<file path="src/rtl/clk_div_sched.sv">
// clk_div_sched: run-time programmable divide-by-N clock generator.
// A single up-counter (cnt) walks 0..cur_div-1 per output period. clk_out is
// high for the first floor(N/2) cycles of each period, and tick marks cnt==0.
// A new ratio is taken over a valid/ready handshake. While running, it is held
// in pend_div and swapped in only on a period boundary, so clk_out never glitches.
//
// state | meaning
// ------+---------------------------------------------------------------
// IDLE  | stopped; cnt=0, clk_out parked low, new ratios load directly
// RUN   | en high; counting and toggling clk_out every period
// DRAIN | en dropped; finish the current period, then park in IDLE
module clk_div_sched #(
  parameter int W       = 8,
  parameter int DEF_DIV = 5
) (
  input  logic         clk,
  input  logic         rst,
  input  logic         en,
  input  logic         cfg_valid,
  input  logic [W-1:0] cfg_div,
  output logic         cfg_ready,
  output logic         clk_out,
  output logic         tick,
  output logic         busy,
  output logic [W-1:0] cur_div,
  output logic         cfg_err
);

  typedef enum logic [1:0] {
    ST_IDLE  = 2'd0,
    ST_RUN   = 2'd1,
    ST_DRAIN = 2'd2
  } state_t;

  state_t         state, state_nxt;
  logic [W-1:0]   cnt, cnt_nxt;
  logic [W-1:0]   cur_div_nxt;
  logic [W-1:0]   pend_div, pend_div_nxt;
  logic           pend, pend_nxt;
  logic           clk_out_nxt, tick_nxt, busy_nxt, cfg_err_nxt;
  logic           running_nxt;
  logic           xfer, xfer_legal, boundary;

  // A ratio is only taken when nothing is pending; reset blocks transfers.
  assign cfg_ready  = !pend && !rst;
  assign xfer       = cfg_valid && cfg_ready;
  assign xfer_legal = xfer && (cfg_div >= W'(2));
  // Last cycle of the current period; the wrap compare uses the latched ratio.
  assign boundary   = (state != ST_IDLE) && (cnt == cur_div - W'(1));

  // Next-state, counter, ratio bookkeeping and registered-output decode.
  always_comb begin
    state_nxt    = state;
    cnt_nxt      = cnt;
    cur_div_nxt  = cur_div;
    pend_nxt     = pend;
    pend_div_nxt = pend_div;
    cfg_err_nxt  = xfer && !xfer_legal;

    case (state)
      ST_IDLE: begin
        cnt_nxt = '0;
        // A ratio left pending when the divider stopped lands here; cfg_ready
        // is low meanwhile, so it cannot collide with a direct load.
        if (pend) begin
          cur_div_nxt = pend_div;
          pend_nxt    = 1'b0;
        end else if (xfer_legal) begin
          cur_div_nxt = cfg_div;
        end
        if (en) state_nxt = ST_RUN;
      end

      ST_RUN, ST_DRAIN: begin
        if (boundary) begin
          cnt_nxt = '0;
          if (pend) begin
            cur_div_nxt = pend_div;
            pend_nxt    = 1'b0;
          end
        end else begin
          cnt_nxt = cnt + W'(1);
        end
        // xfer implies pend==0, so this never overlaps the apply above; a
        // transfer on the boundary cycle waits for the following boundary.
        if (xfer_legal) begin
          pend_div_nxt = cfg_div;
          pend_nxt     = 1'b1;
        end
        if (state == ST_RUN) begin
          if (!en) state_nxt = ST_DRAIN;
        end else begin
          if (en)            state_nxt = ST_RUN;
          else if (boundary) state_nxt = ST_IDLE;
        end
      end

      default: begin
        state_nxt = ST_IDLE;
        cnt_nxt   = '0;
      end
    endcase

    // Outputs are decoded from the next cycle's state so they come straight
    // out of flops and line up with cnt/cur_div in the same cycle.
    running_nxt = (state_nxt != ST_IDLE);
    clk_out_nxt = running_nxt && (cnt_nxt < (cur_div_nxt >> 1));
    tick_nxt    = running_nxt && (cnt_nxt == '0);
    busy_nxt    = running_nxt;
  end

  // State, counter, ratio and output registers with synchronous reset.
  always_ff @(posedge clk) begin
    if (rst) begin
      state    <= ST_IDLE;
      cnt      <= '0;
      cur_div  <= W'(DEF_DIV);
      pend_div <= W'(DEF_DIV);
      pend     <= 1'b0;
      clk_out  <= 1'b0;
      tick     <= 1'b0;
      busy     <= 1'b0;
      cfg_err  <= 1'b0;
    end else begin
      state    <= state_nxt;
      cnt      <= cnt_nxt;
      cur_div  <= cur_div_nxt;
      pend_div <= pend_div_nxt;
      pend     <= pend_nxt;
      clk_out  <= clk_out_nxt;
      tick     <= tick_nxt;
      busy     <= busy_nxt;
      cfg_err  <= cfg_err_nxt;
    end
  end

endmodule

</file>
<file path="config.mk">
export PLATFORM = sky130hd
export DESIGN_NAME = clk_div_sched
export DESIGN_NICKNAME = d
export VERILOG_FILES = /design/src/rtl/clk_div_sched.sv
export SDC_FILE = /design/constraint.sdc
export NUM_CORES = 1
export LEC_CHECK = 0
export ABC_AREA = 1
export CAP_MARGIN = 25
export CORE_MARGIN = 3
export CORE_UTILIZATION = 55
export CTS_CLUSTER_SIZE = 24
export DETAILED_ROUTE_END_ITERATION = 6
export PLACE_DENSITY = 0.89
export SYNTH_ARGS = -nofsm -noshare
export SYNTH_HDL_FRONTEND = slang
export SYNTH_SLANG_ARGS = --single-unit
</file>
<file path="constraint.sdc">
create_clock -name clk -period 4.55 [get_ports clk]
set_input_delay 0.91 -clock clk [delete_from_list [all_inputs] [get_ports clk]]
set_output_delay 0.91 -clock clk [all_outputs]
set_load 0.005 [all_outputs]
</file>
==> flow_summary.json <==
{
  "clock-skew-final_ns": 0.00390,
  "via_count": 2349,
  "p_per_area_nw_per_um2": 389,
  "post_cts_resized": 0,
  "final_cells": 412,
  "met2RoutedLength_mm": 2.77,
  "worst_slew_pin_slew_ns": 0.531,
  "grt_max_degree": 21,
  "ys_seq_area_frac": 0.285,
  "max_freq_mhz": 295,
  "dieArea_sq_um": 4750,
  "viasPerCell": 5.70,
  "die_y_um": 68.9,
  "syn2layout_area_growth_pct": 17.0,
  "diodes": 0,
  "finalWeightedCongestion": 0.960,
  "multi_input_area_sq_um": 1300,
  "synth_area_per_cell_sq_um": 6.34,
  "port-buffer-count": 24,
  "status": "complete, no violations",
  "antenna_found_initial": 0,
  "met1_length_mm": 2.38,
  "worstPathArrival_ns": 3.61,
  "min_path_type": "reg2reg",
  "overflow": 0,
  "io_pins": 25,
  "period_share": 0.744,
  "hpwlAfterDp_mm": 4.25,
  "drt_first_iter_violations": 342,
  "grt_pass1_vias": 2167,
  "ir_drop_mv": 0.296,
  "drv_slew": 0,
  "grt_first_pass_wirelength_mm": 9.61,
  "place_inst": 404,
  "p_total_w": 0.000989,
  "initial_core_util": 0.581,
  "setup_viol": 0,
  "cts.sinks": 31,
  "cts_made_buffers": 5,
  "synth_nets": 366,
  "crit_required_ns": 4.78,
  "coreArea_sq_um": 3740,
  "p_leak_nw": 1.13,
  "route.detailed.drc": 0,
  "cts_tree": "done",
  "grtUsageTotal": 0.274,
  "num_rows": 22,
  "clk_latency_ns": 0.29,
  "postRouteAntennaNets": 0,
  "cts_max_path_buffers": 2,
  "max-cap-violations": 0,
  "slew_headroom": 0.645,
  "dieWidth_um": 68.9,
  "final.min_clock_period_ns": 3.38,
  "yosysWarningCount": 0,
  "start_kind": "input port",
  "synth_top_area_frac": 0.285,
  "cts_setup_buffers": 0,
  "hold_viol": 0,
  "top_layer": "met4",
  "synth_area_sq_um": 2180,
  "htree_levels": 2,
  "wl_met3_um": 500,
  "yosys.area.top_type": "dfxtp_1",
  "root_buffer": "clkbuf_8",
  "cp-end-kind": "flip-flop",
  "timing.setup.tns_ns": 0,
  "synth_seq_cells": 31,
  "wire_per_inst_um": 14.0,
  "path_max_fanout": 20,
  "hold_buffers": 0,
  "clk_pin_slew_ns": 0.07,
  "rsz0062_at_grt": "false",
  "yosysUniqueCellTypes": 29,
  "netlist_top_cells_area": "dfxtp_1 (29%), nand2_1 (12%), inv_1 (8.1%)",
  "wirelength_mm": 5.78,
  "syn_inst": 343,
  "setup.worst_path.class": "in2reg",
  "layout-drive-gt1-share": 0.0824,
  "drtPass1Iterations": 5,
  "fin_nets": 386,
  "ff_latch_area_sq_um": 621,
  "fillers": 336
}
-- registers in the layout, summed over array words and instances (netlist names) --
signal and cells:
clk_out 1, cur_div 8, tick 1, busy 1, pend_div 8, cnt 8
state 2, pend 1, cfg_err 1
-- layout by cell type (no fill, tap or decap), types with 10 or more instances in the layout --
master and count:
nand2_1 71, inv_1 47, nor2_1 37, o21ai_0 35, dfxtp_1 31, nand3_1 26
clkdlybuf4s50_1 24, a21oi_1 19, ha_1 11, nor3_1 10
-- synth_stat cells --
master    count
a21oi_1      19
a21oi_2       1
a31oi_1       6
buf_1         1
buf_2         3
buf_6         1
clkbuf_1      7
dfxtp_1      31
ha_1         11
inv_1        47
inv_2         6
nand2_1      71
nand2_2       2
nand3_1      26
nand3_2       2
nand4_1       2
nand4_2       1
nor2_1       37
nor2_2        4
nor2_4        4
nor3_1       10
nor3_2        1
o211ai_1      2
o21ai_0      35
o21ai_1       1
o221ai_1      3
o31ai_1       2
xnor2_1       1
xor2_1        6
-- layout make-up --
cell class,instances,area share
inverters,53,0.0782
well taps,48,0.0236
repair buffers,25,0.0973
clock inverters,2,0.0138
clock buffers,6,0.0324
multi-input cells,247,0.511
flip-flops and latches,31,0.244
-- worst max-delay path, stage by stage --
cell and delay [ns]:
clkdlybuf4s50_1 0.46, buf_4 0.25, nor2_1 0.09, nand2_1 0.13, inv_1 0.05, nand2_1 0.16
inv_1 0.18, o21ai_0 0.21, o21ai_0 0.09, nand3_1 0.11, o21ai_0 0.15, ha_1 0.35
a21oi_1 0.18, o211ai_1 0.10, inv_1 0.06, nand2_1 0.04, a21oi_1 0.10
-- report_power, final --
| part | total (W) | switching [W] | leakage (nW) | internal, W |
|---|---|---|---|---|
| clock | 0.000285 | 0.000108 | 0.0612 | 0.000177 |
| sequential | 0.000336 | 0.0000344 | 0.253 | 0.000302 |
| combinational | 0.000368 | 0.000223 | 0.818 | 0.000144 |
| total | 0.000989 | 0.000366 | 1.13 | 0.000623 |
-- cells by family after synthesis --
kind of cell / count (synthesis) / synth area share
AND/OR/NAND/NOR: 160 / 0.332
AO/OA/AOI/OAI: 69 / 0.174
buffers and inverters: 65 / 0.117
flip-flops: 31 / 0.285
adder cells (fa/ha/maj): 11 / 0.0633
XOR/XNOR: 7 / 0.0282
-- per-stage QoR --
stage	worst slack (ns)	util	hold WS, ns	instance area, sq um
after floorplan	1.86	-	0.441	2180
after global placement	1.11	0.648	0.459	2430
after detailed placement	0.992	0.648	0.461	2430
after CTS	1.25	0.680	0.470	2540
after global routing	0.992	0.680	0.501	2540
final	1.17	0.680	0.475	2540
-- final timing paths --
kind              depth (start not counted)  slack (ns)                       end                      from
setup / recovery                         17        1.17        clk_out$_SDFF_PP0_                       rst
hold / removal                            2        0.48  pend_div[1]$_SDFFE_PP0P_  pend_div[1]$_SDFFE_PP0P_
setup reg to reg                         21        1.37        clk_out$_SDFF_PP0_   cur_div[0]$_SDFFE_PP1P_
hold reg to reg                           2        0.48  pend_div[1]$_SDFFE_PP0P_  pend_div[1]$_SDFFE_PP0P_
-- metal layers --
metal	track usage	up-vias
met2	0.463	129
met5	0	-
met4	0.0900	0
met3	0.0648	18
li1	-	1154
met1	0.340	1048
(Power assumes the default switching activity.)
